File: config.mk
export PLATFORM = sky130hd
export DESIGN_NAME = cmd_ser_fifo
export DESIGN_NICKNAME = d
export VERILOG_FILES = /design/src/rtl/cmd_ser_fifo.sv
export SDC_FILE = /design/constraint.sdc
export NUM_CORES = 1
export LEC_CHECK = 0
export ABC_AREA = 1
export CAP_MARGIN = 20
export CELL_PAD_IN_SITES_DETAIL_PLACEMENT = 1
export CELL_PAD_IN_SITES_GLOBAL_PLACEMENT = 2
export CORE_MARGIN = 8
export CORE_UTILIZATION = 40
export DETAILED_ROUTE_END_ITERATION = 6
export PLACE_DENSITY_LB_ADDON = 0.2
export SLEW_MARGIN = 10
export SYNTH_ARGS = -nofsm -noshare
export SYNTH_HDL_FRONTEND = slang
export SYNTH_SLANG_ARGS = --single-unit
File: constraint.sdc
create_clock -name clk -period 4.6 [get_ports clk]
set_input_delay 1.38 -clock clk [delete_from_list [all_inputs] [get_ports clk]]
set_output_delay 1.38 -clock clk [all_outputs]
set_load 0.01 [all_outputs]
File: src/rtl/cmd_ser_fifo.sv
// cmd_ser_fifo: buffers parallel register writes and serializes each one as a byte burst on the ad/stb command bus
//   clk, rst                       clock, synchronous active-high reset
//   cmd_addr, cmd_data, cmd_len    write command: address, data, burst byte count (0 -> 1, 7 -> 6)
//   cmd_valid, cmd_ready           command handshake; transfer when both high at a clock edge
//   ad, stb                        registered command bus byte and first-byte strobe
//   idle                           FIFO empty, serializer idle and bus quiet
module cmd_ser_fifo #(
    parameter int FIFO_DEPTH_LOG2 = 2,
    parameter int ADDR_WIDTH = 16,
    parameter int DATA_WIDTH = 32
) (
    input  logic                  clk,
    input  logic                  rst,
    input  logic [ADDR_WIDTH-1:0] cmd_addr,
    input  logic [DATA_WIDTH-1:0] cmd_data,
    input  logic [2:0]            cmd_len,
    input  logic                  cmd_valid,
    output logic                  cmd_ready,
    output logic [7:0]            ad,
    output logic                  stb,
    output logic                  idle
);
    localparam int DEPTH = 1 << FIFO_DEPTH_LOG2;
    localparam int CW = FIFO_DEPTH_LOG2 + 1;
    localparam int PW = ADDR_WIDTH + DATA_WIDTH;
    localparam int EW = PW + 3;
    localparam logic [CW-1:0] FULL = CW'(DEPTH);
    typedef enum logic {IDLE, SEND} state_t;
    logic [EW-1:0] mem [DEPTH];
    logic [FIFO_DEPTH_LOG2-1:0] wr_ptr, rd_ptr;
    logic [CW-1:0] count;
    state_t state;
    logic [PW-9:0] sh;
    logic [2:0] cnt;
    logic act;
    logic [2:0] len_n, head_len;
    logic push, pop;
    logic [EW-1:0] head;
    always_comb begin
        len_n = cmd_len == 3'd0 ? 3'd1 : cmd_len == 3'd7 ? 3'd6 : cmd_len;
        push = cmd_valid && cmd_ready;
        pop = state == IDLE && count != '0;
        head = mem[rd_ptr];
        head_len = head[EW-1:PW];
    end
    assign cmd_ready = count != FULL;
    // act marks a byte on the bus, so the last byte of a burst still holds idle low
    assign idle = count == '0 && state == IDLE && !act;
    always_ff @(posedge clk)
        if (push && !rst) mem[wr_ptr] <= {len_n, cmd_data, cmd_addr};
    always_ff @(posedge clk) begin
        if (rst) begin
            wr_ptr <= '0;
            rd_ptr <= '0;
            count  <= '0;
            state  <= IDLE;
            sh     <= '0;
            cnt    <= '0;
            ad     <= 8'h00;
            stb    <= 1'b0;
            act    <= 1'b0;
        end else begin
            if (push) wr_ptr <= wr_ptr + 1'b1;
            if (pop) rd_ptr <= rd_ptr + 1'b1;
            count <= count + CW'(push) - CW'(pop);
            // the last byte is driven from SEND while returning to IDLE, so the next pop lands on the following cycle with no gap
            if (state == SEND) begin
                ad    <= sh[7:0];
                stb   <= 1'b0;
                act   <= 1'b1;
                sh    <= sh >> 8;
                cnt   <= cnt - 3'd1;
                state <= cnt == 3'd1 ? IDLE : SEND;
            end else if (pop) begin
                ad    <= head[7:0];
                stb   <= 1'b1;
                act   <= 1'b1;
                sh    <= head[PW-1:8];
                cnt   <= head_len - 3'd1;
                state <= head_len > 3'd1 ? SEND : IDLE;
            end else begin
                ad    <= 8'h00;
                stb   <= 1'b0;
                act   <= 1'b0;
            end
        end
    end
endmodule
### Word-level counts from Yosys, hierarchy flattened

Memory sizes are Yosys's and may differ from the RTL's. A register that Yosys moved wholly into a read port is not among the register bits.
Cells that the tools add are included.

* memories kept: 1
* bits of input ports: 54
* output and inout port bits: 11
* latch bits: 0
* memory bits (read-only): 0
* bits in writable memories: 204
* word-level logic and storage cells: 52
* register bits after elaboration: 61

Memories
* mem: words 4, bits a word 51, read ports 1, clocked after Yosys merged registers in 1, write ports 1, RTL line 29 `logic [EW-1:0] mem [DEPTH];`

* equal/unequal tests: 3
* magnitude comparators: 1
* multipliers: 0
* add/sub/neg operators: 6
* multiplexer cells: 18
* div/mod/pow operators: 0
* shift-type cells: 0
* reductions and logical operators: 12
* bitwise gates (word level): 1

Operator list (number)
* $mux W32: 2
* $mux W8: 2
* $mux W3: 4
* $mux W1: 8
* $logic_not A3 Y1: 2
* $sub A3 B1 Y3 const B: 2
* $logic_and A1 B1 Y1: 5
* $add A2 B1 Y2 const B: 2
* $mux W2: 2
* $add A3 B1 Y3: 1
* $eq A3 B1 Y1 const B: 1
* $eq A3 B3 Y1 const B: 1
* $gt A3 B1 Y1 const B: 1
* $ne A3 B3 Y1 const B: 1
* $reduce_bool A3 Y1: 1
* $sub A3 B1 Y3: 1
* $logic_not A1 Y1: 2
* $reduce_bool A2 Y1: 1
* $reduce_or A2 Y1: 1
* $not A1 Y1: 1

### Longest topological paths before layout

* depth after elaboration: 5
* depth in mapped cells: 11
* gate-level depth less buffers: 10

### Worst setup path after synthesis

OpenSTA, ideal clock, no wires.

* kind: input to register
* start point: in rst
* end point: mem mem[0][0] (netlist name) (enable)
* slack: 397 ps
* arrival time: 3743 ps
* path buffers: 0
* required time: 4140 ps
* setup time: 460 ps
* cell stages on the path: 3
* cells stage by stage: inv_1 > nand3_1 > nor2_1

* word-level cells in the longest chain between the ends: 4

RTL lines
* start: declaration: RTL line 13 `input logic rst,`
* $logic_not A1 Y1: RTL line 50 `if (push && !rst) mem[wr_ptr] <= {len_n, cmd_data, cmd_addr};`
* $logic_and A1 B1 Y1: RTL line 50
* $mux W1: RTL line 50
* $mux W1 (not written as such): RTL line 50
* end: declaration: RTL line 29

No other way between the ends.

### Worst setup path after layout

* start point: reg count[1]
* end point: out idle

* word-level cells in the longest chain between the ends: 3

RTL lines
* start: declaration: RTL line 31 `logic [CW-1:0] count;`
* start signal: assignment: RTL line 65 `count <= count + CW'(push) - CW'(pop);`
* $logic_not A3 Y1: RTL line 48 `assign idle = count == '0 && state == IDLE && !act;`
* $logic_and A1 B1 Y1 (2 in series): RTL line 48
* end: declaration: RTL line 21 `output logic idle`

No other way between the ends.

==> results.toml <==
[synthesis]
synth.distinct_cells = 27
yosysSeqAreaShare_pct = 70.24
syn_area_mm2 = 0.01052
syn_nets = 1014
yosys_warnings = 0
synthCells = 949
yosys.area.top_type = "edfxtp_1"
synth_top_area_share_pct = 58.25
synth.avg_cell_area_um2 = 11.08
synth_seq_cells = 267
synth_area_leaders = "edfxtp_1, dfxtp_1, nor2_1"

[run_status]
status = "finished clean"

[clocking]
clk-insertion-delay-late_ns = 0.54
numClockSinks = 267
cts_tree = "done"
clock_path_buffers = 3
numCtsBuffers = 29
clkTransAtPathRegs_ns = 0.06
cts_root_buf = "clkbuf_16"
htreeDepth = 1
cts_hold_buf = 0
cts_setup_buffers = 0
cts.repair.resized = 0

[timing]
max_freq_mhz = 249.4
setup_viol = 0
hold_viol = 0
slew_headroom_pct = 44.48
rsz0062_at_grt = "false"
fin_hold_ws_ns = 0.4743
report.final.slew_viol_count = 0
setup_tns_ns = 0
worst_slew_pin_slew_ns = 0.8327
skew_ns = 0.01545
period_share_pct = 87.16
period_minus_slack_ns = 4.009

[worst_setup_path]
r2r_slack_ns = 1.50
cp_cell_sequence = "nor2_2 -> nand2_2 -> nor2_8 -> inv_1 -> nor2_1 -> clkdlybuf4s50_1"
crit_slowest_cell = "clkdlybuf4s50_1"
worstPathArrival_ns = 2.63
crit_buf_inv = 2
required_ns = 3.22
worstSetupPathType = "register to primary output"
critPathCaptureType = "primary output"
crit_family = "simple AND/OR/NAND/NOR gates"
cpPeakStageDelay_ns = 0.58
crit_fanout = 35
start_kind = "register"

[drt]
totalWireLength_um = 24250
firstDrtPassIters = 7
drc = 0
vias = 6732
ant_nets = 0
viasPerCell = 4.950
initialDrtViolationCount = 315
wl_per_cell_um = 17.83

[layout]
antenna_cells = 0
area_delta_synth_final_pct = 17.72
layout_commonest_cell = "edfxtp_1"
drive_gt1_share_pct = 8.000
final_nets = 1068
final_cell_mix = "edfxtp_1, nor2_1, nand2_1"
stdcell_area_mm2 = 0.01238

[power]
totalPowerFinal_uw = 7657
ir_drop_uv = 315.1
p_leak_uw = 0.004609
cellPowerDensity_mw_per_mm2 = 618.5

[die]
core_mm2 = 0.02591
die_h_um = 178.1
die_x_um = 178.1
start_util_pct = 40.59
dieArea_mm2 = 0.03174
io_pins = 65
rows = 59

[place]
place_hpwl_um = 14770
gp_congestion = 0.7336
place_area_mm2 = 0.01139
port_buffers = 64

[run]
cap_violations = 0

[global_routing]
gr-total-overflow = 0
track_usage_pct = 15.40
antenna_found_initial = 0
grt_pass1_vias = 7056
grt_max_degree = 66
grt_pass1_wl_um = 38560

[hold_path]
hp-class = "register to register"
layer usage:
layer | global-route usage [%] | share of wire [%] | up-vias
li1 | - | - | 3333
met1 | 19.98 | 46 | 3284
met2 | 26.81 | 49 | 81
met3 | 2.180 | 3.1 | 34
met4 | 3.647 | 1.8 | 0
met5 | 0 | 0 | -
cells by family (layout without fill, tap and decap cells):
logic type	after synthesis	in the layout	share of synthesized area (%)
AOI/OAI and AO/OA	175	175	8.721
and+or+nand+nor	405	405	15.15
buffers and inverters	89	165	4.342
xor gates and xnor gates	2	2	0.1666
DFF	267	267	70.24
adders and majority gates	11	11	1.380
sequential cells by signal, summed over array words and instances (netlist names), named ones only:
register / cells
mem: 204
sh: 40
ad: 8
cnt: 3
count: 3
rd_ptr: 2
wr_ptr: 2
act: 1
state: 1
stb: 1
path summary, 6_finish.rpt:
kind | to | startpoint | cells past startpoint
max | idle | count[1] | 6
min | cnt[1] | cnt[1] | 2
max reg2reg | count[2] | state | 10
min reg2reg | cnt[1] | cnt[1] | 2
cells in the mapped netlist, drive strengths merged:
cell / n
a31oi: 1
o21bai: 8
fa: 1
ha: 10
dfxtp: 63
nand2: 178
nand3: 19
clkinv: 1
clkbuf: 24
edfxtp: 204
buf: 29
nor2: 206
and3: 1
o22ai: 16
o21ai: 112
xor2: 2
a21oi: 38
inv: 35
or2: 1
through the flow:
stage | setup WS (ns) | util [%] | instances
after floorplan | 0.3969 | - | 949
after global placement | 1.162 | 43.95 | 1307
after detailed placement | 1.121 | 43.95 | 1307
after CTS | 0.5528 | 47.78 | 1360
after global routing | 0.3833 | 47.78 | 1360
final | 0.5906 | 47.78 | 1360
cell type report:
| cell class | instances | area (um^2) |
|---|---|---|
| clock buffer | 36 | 803.3 |
| clock inverter | 17 | 188.9 |
| fill | 2744 | 13530 |
| inverter | 36 | 135.1 |
| multi-input combinational | 593 | 2703 |
| sequential | 267 | 7392 |
| tap | 335 | 419.2 |
| timing repair buffer | 76 | 738.2 |
tightest hold or removal path: stages (launching register included):
cell,delay (ns)
dfxtp_1,0.31
nand2_1,0.06
a21oi_1,0.06
report_power, final:
part	internal (uW)	switching, uW
clock	1460	912
combinational	683	1410
sequential	2950	247
Power figures use the tool's default switching activity.
==> edit 1 (same flow settings) <==
Set the parameter `ADDR_WIDTH` to 17 (it was 16).
--- a/src/rtl/cmd_ser_fifo.sv
+++ b/src/rtl/cmd_ser_fifo.sv
@@ -8,3 +8,3 @@
     parameter int FIFO_DEPTH_LOG2 = 2,
-    parameter int ADDR_WIDTH = 16,
+    parameter int ADDR_WIDTH = 17,
     parameter int DATA_WIDTH = 32
Interface: changed (resized cmd_addr); port bits go from 65 to 66. The function was not compared with the original's and may differ.
==> edit 1 against the original RTL <==
- synthesized area is 2.1% higher
- power about the same
- non-clock buffer count unchanged
- final area rose by 1.2%
- routed wire length is 5.5% higher
- count of clock-buffer cells in the layout grew 9
- worst setup slack better by 0.080 ns
- sequential cell count increased by 5
==> edit 1: results (changes against the original RTL) <==
* Status: completed (unchanged)
* Largest registers: mem: 208 flops, sh: 41 flops, ad: 8 flops (was mem: 204 flops, sh: 40 flops, ad: 8 flops)
* Skew final at 0.0147 ns (was 0.0155 ns)
* IO Port Bufs at 65 (was 64)
* Initial antenna violation count at 0 (unchanged)
* Layout clock buffer count at 45 (was 36)
* Number of DRC markers in iteration 0 at 336 (was 315)
* #MultiIn Comb at 605 (was 593)
* Total track usage at 15.6% (was 15.4%)
* CP top delay family: simple AND/OR/NAND/NOR gates (unchanged)
* Global-route wire length before repair at 40,200 um (was 38,600 um)
* Count of different cell masters after synthesis at 29 (was 27)
* Nets@finish at 1,087 (was 1,068)
* Peak supply drop at 0.314 mV (was 0.315 mV)
* Top post-synthesis cells by area: edfxtp_1, dfxtp_1, nor2_1, nand2_1, o21ai_0 (unchanged)
* Max_slew headroom at 47.2% (was 44.5%)
* Sequential share of cell area at 60.1% (was 59.7%)
* First-pass detailed-route iteration total at 4 (was 7)
* Path depth of the worst reg2reg path at 10 (unchanged)
* Top post-synthesis cells by count: edfxtp_1, nor2_1, nand2_1 (unchanged)
* Synth Instances at 967 (was 949)
* HP Class: flip-flop to flip-flop (unchanged)
* CP max stage delay at 0.54 ns (was 0.58 ns)
* Inverters at 36 (unchanged)
* Post-synth EDFFs at 208 (was 204)
* Adder-cell share of the synthesized area at 1.35% (was 1.38%)
* Non-clock buffers at 76 (unchanged)
* Leakage at 0.00465 uW (was 0.00461 uW)
* DRT Wirelength at 25,600 um (was 24,300 um)
* Final non-filler cell total at 1,386 (was 1,360)
* Largest net degree at the start of global routing at 56 (was 66)
* Vias in the first global route at 7,154 (was 7,056)
* Hold path start: cnt[1]$_SDFFE_PP0P_ (unchanged)
* Fill cells at 2,812 (was 2,744)
* Int Power at 5000 uW (was 5090 uW)
* Max FO, Critical Path at 36 (was 35)
* GP Congestion at 0.722 (was 0.734)
* CTS buffer count at 30 (was 29)
* Fraction of layout cells with a size suffix above 1 at 6.89% (was 8.00%)
* Flop2flop setup slack at 1.44 ns (was 1.50 ns)
* Compound-gate portion of the synthesized area at 8.68% (was 8.72%)
* Final core occ at 47.0% (was 47.8%)
* Clk cell area share at 7.37% (was 8.01%)
* Clk sinks at 272 (was 267)
* Non-clock buffer share of cell area at 6.11% (was 5.96%)
* HPWL after detailed placement at 15,400 um (was 14,800 um)
* Most frequent cell after synthesis: edfxtp_1 (unchanged)
* Syn Nets at 1,033 (was 1,014)
* Multi-input logic area at 2750 um^2 (was 2700 um^2)
* Placed Cells at 1,330 (was 1,307)
* Min Hold Slack at 0.485 ns (was 0.474 ns)
* Final WS setup at 0.671 ns (was 0.591 ns)
* Post-Synth XOR/XNOR Area at 0.163% (was 0.167%)
* Via Count at 6,937 (was 6,732)
* Storage cell area at 7530 um^2 (was 7390 um^2)
* Area grow syn2layout at 16.7% (was 17.7%)
* Sequential element share of the synthesized area at 70.1% (was 70.2%)
edit 1: cell count changes after synthesis, sizes merged:
cell,change
a21oi,+1
buf,+2
clkbuf,-3
dfxtp,+1
dlygate4sd1,+2
edfxtp,+4
nand2,+4
nor2,+5
o21ai,+2
edit 1: power by group through the flow:
stage                     combinational [uW]  clock, uW  sequential [uW]
after global placement                  2160          0             3310
after floorplan                         1660          0             3180
after global routing                    2470       2390             3300
after CTS                               2220       2300             3270
after detailed placement                2200          0             3320
final                                   2150       2240             3250
edit 1: kinds of logic (layout without fill, tap and decap cells):
| kind of cell | count (synthesis) | in the layout |
|---|---|---|
| flip-flops | 272 | 272 |
| AND/OR/NAND/NOR | 414 | 414 |
| AO/OA/AOI/OAI | 178 | 178 |
| XOR/XNOR | 2 | 2 |
| buffers and inverters | 90 | 168 |
| adder cells (fa/ha/maj) | 11 | 11 |
edit 1: metal layers:
layer  global-route usage, %  routed length, um
met1                    20.9              12100
met2                    25.9              12000
met3                    2.56                992
met4                    4.37                539
met5                       0                  0
==> edit 2 (same settings) <==
Made on the original files. Reset style: asynchronous (`rst`), changed in one clocked block. Comments in the files are not updated.
--- a/src/rtl/cmd_ser_fifo.sv
+++ b/src/rtl/cmd_ser_fifo.sv
@@ -50,3 +50,3 @@
         if (push && !rst) mem[wr_ptr] <= {len_n, cmd_data, cmd_addr};
-    always_ff @(posedge clk) begin
+    always_ff @(posedge clk or posedge rst) begin
         if (rst) begin
Function: differs if rst is asserted again (counterexample within 4 cycles, from zero or initial values and one cycle with rst high); with rst held inactive, the same outputs for 10 cycles.
==> edit 2 against the original RTL <==
- clock skew down 0.0025 ns
- register-to-register slack better by 0.87 ns
- non-clock buffer count up 3
- sequential cell count down 2
- routed wire length up 7.3%
- final area down 1.2%
- maximum frequency up 19%
- critical path depth down 2
- power up 2.9%
- worst setup slack better by 0.64 ns
- synthesized area down 1.9%
- clock power down 4%
- largest cell class unchanged
- hold slack better by 0.011 ns
==> edit 2: results (changes against the original RTL) <==
* Top post-synthesis cells by count: edfxtp_1, nand2_1, nor2_1 (was edfxtp_1, nor2_1, nand2_1)
* Via Count at 6,567 (was 6,732)
* Leakage at 0.00451 uW (was 0.00461 uW)
* Placed inst area at 11,300 um^2 (was 11,400 um^2)
* Worst slew pin tran at 0.899 ns (was 0.833 ns)
* Max FO, Critical Path at 7 (was 35)
* Flop2flop setup slack at 2.37 ns (was 1.50 ns)
* Largest registers: mem: 204 flops, sh: 40 flops, ad: 8 flops (unchanged)
* Status: completed (unchanged)
* Asr flop ratio synth at 23.0% (was 0%)
* DRT Wirelength at 26,000 um (was 24,300 um)
* Peak supply drop at 0.423 mV (was 0.315 mV)
* Worst Hold End: sh[35]$_DFFE_PP0P_ (was cnt[1]$_SDFFE_PP0P_)
* Total track usage at 17.0% (was 15.4%)
* Arrival time worst endpoint at 1.99 ns (was 2.63 ns)
* CP top delay family: buffers and inverters (was simple AND/OR/NAND/NOR gates)
* Placed Cells at 1,191 (was 1,307)
* GP Congestion at 0.730 (was 0.734)
* First-pass detailed-route iteration total at 4 (was 7)
* Reg2reg start: count[1]$_DFF_PP0_ (was state$_SDFF_PP0_)
* Hold path start: sh[35]$_DFFE_PP0P_ (was cnt[1]$_SDFFE_PP0P_)
* HPWL after detailed placement at 14,900 um (was 14,800 um)
* Clock root cell: clkbuf_16 (unchanged)
* Number of DRC markers in iteration 0 at 368 (was 315)
* Path depth of the worst reg2reg path at 5 (was 10)
* Adder-cell share of the synthesized area at 1.41% (was 1.38%)
* Largest net degree at the start of global routing at 105 (was 66)
* R2r endpoint: mem[2][5]$_DFFE_PP_ (was count[2]$_SDFF_PP0_)
* Syn Nets at 896 (was 1,014)
* Nets@finish at 958 (was 1,068)
* Clock transition at the registers of the reported paths at 0.06 ns (about the same)
* Fraction of layout cells with a size suffix above 1 at 7.98% (was 8.00%)
* CP max stage delay at 0.54 ns (was 0.58 ns)
* Skew final at 0.0129 ns (was 0.0155 ns)
* Synth Instances at 831 (was 949)
* Routed vias/inst at 5.27 (was 4.95)
* Sequential element share of the synthesized area at 74.2% (was 70.2%)
* Global-route wire length before repair at 41,600 um (was 38,600 um)
* Count of different cell masters after synthesis at 24 (was 27)
* Compound-gate portion of the synthesized area at 6.88% (was 8.72%)
* Top post-synthesis cells by area: edfxtp_1, dfrtp_1, nand2_1, nand3_1, nor2_1 (was edfxtp_1, dfxtp_1, nor2_1, nand2_1, o21ai_0)
* CTS buffer count at 29 (unchanged)
* Vias in the first global route at 7,405 (was 7,056)
* Post-Synth XOR/XNOR Area at 0.509% (was 0.167%)
* Fill cells at 2,602 (was 2,744)
edit 2: cell types whose count changed after synthesis, sizes merged, moves of 14 or more:
| cell | change |
|---|---|
| dfrtp | +61 |
| nand3 | +49 |
| o22ai | +24 |
| nor2 | -116 |
| a21oi | -35 |
| nand2 | +15 |
| o21ai | -27 |
| inv | -14 |
| dfxtp | -63 |
edit 2: cell type report:
type / instances / area share, %
sequential: 265 / 62.6
timing repair buffer: 79 / 6.47
inverter: 21 / 0.645
tap: 330 / 3.38
multi-input combinational: 497 / 19.2
clock inverter: 16 / 1.26
clock buffer: 37 / 6.43
edit 2: per-stage QoR:
| step | hold WS, ns | setup slack, ns | power (uW) | TNS [ns] | utilization (%) |
|---|---|---|---|---|---|
| after floorplan | 0.446 | -0.353 | 4830 | -72.01 | - |
| after global placement | 0.475 | 1.04 | 5550 | 0 | 44.5 |
| after detailed placement | 0.469 | 0.997 | 5670 | 0 | 44.6 |
| after CTS | 0.484 | 1.16 | 7980 | 0 | 48.3 |
| after global routing | 0.528 | 1.12 | 8360 | 0 | 48.4 |
| final | 0.485 | 1.23 | 7880 | 0 | 48.4 |
edit 2: kinds of logic (layout without fill, tap and decap cells):
group	after synthesis	in the layout
AO/OA/AOI/OAI	129	129
AND/OR/NAND/NOR	351	351
adder cells (fa/ha/maj)	11	11
XOR/XNOR	6	6
flip-flops	265	265
buffers and inverters	69	153
edit 2: routing by layer:
layer	share of wire, %	GRT usage [%]
met4	2.2	4.59
met2	48	28.6
met3	2.8	2.44
met5	0	0
met1	47	22.7
edit 2: power breakdown:
part           switching, uW  leakage (uW)  internal [uW]
Clock                    906      0.000467           1370
Combinational           1610       0.00143            748
Sequential               201       0.00261           3050
edit 2: worst min-delay path, delay by kind of cell, from the launching register on:
family	cells	cell delay (ns)
and+or+nand+nor	2	0.12
DFF	1	0.34
edit 2: worst max-delay path by stage:
stage | start | to | slack [ns] | cells after the start
final | count[1]$_DFF_PP0_ | idle | 1.23 | 4
after detailed placement | rst | mem[2][14]$_DFFE_PP_ | 1.0 | 5
after global placement | rst | mem[2][14]$_DFFE_PP_ | 1.04 | 5
after global routing | count[1]$_DFF_PP0_ | idle | 1.12 | 4
after CTS | count[1]$_DFF_PP0_ | idle | 1.16 | 4
after floorplan | rst | mem[0][0]$_DFFE_PP_ | -0.35 | 3
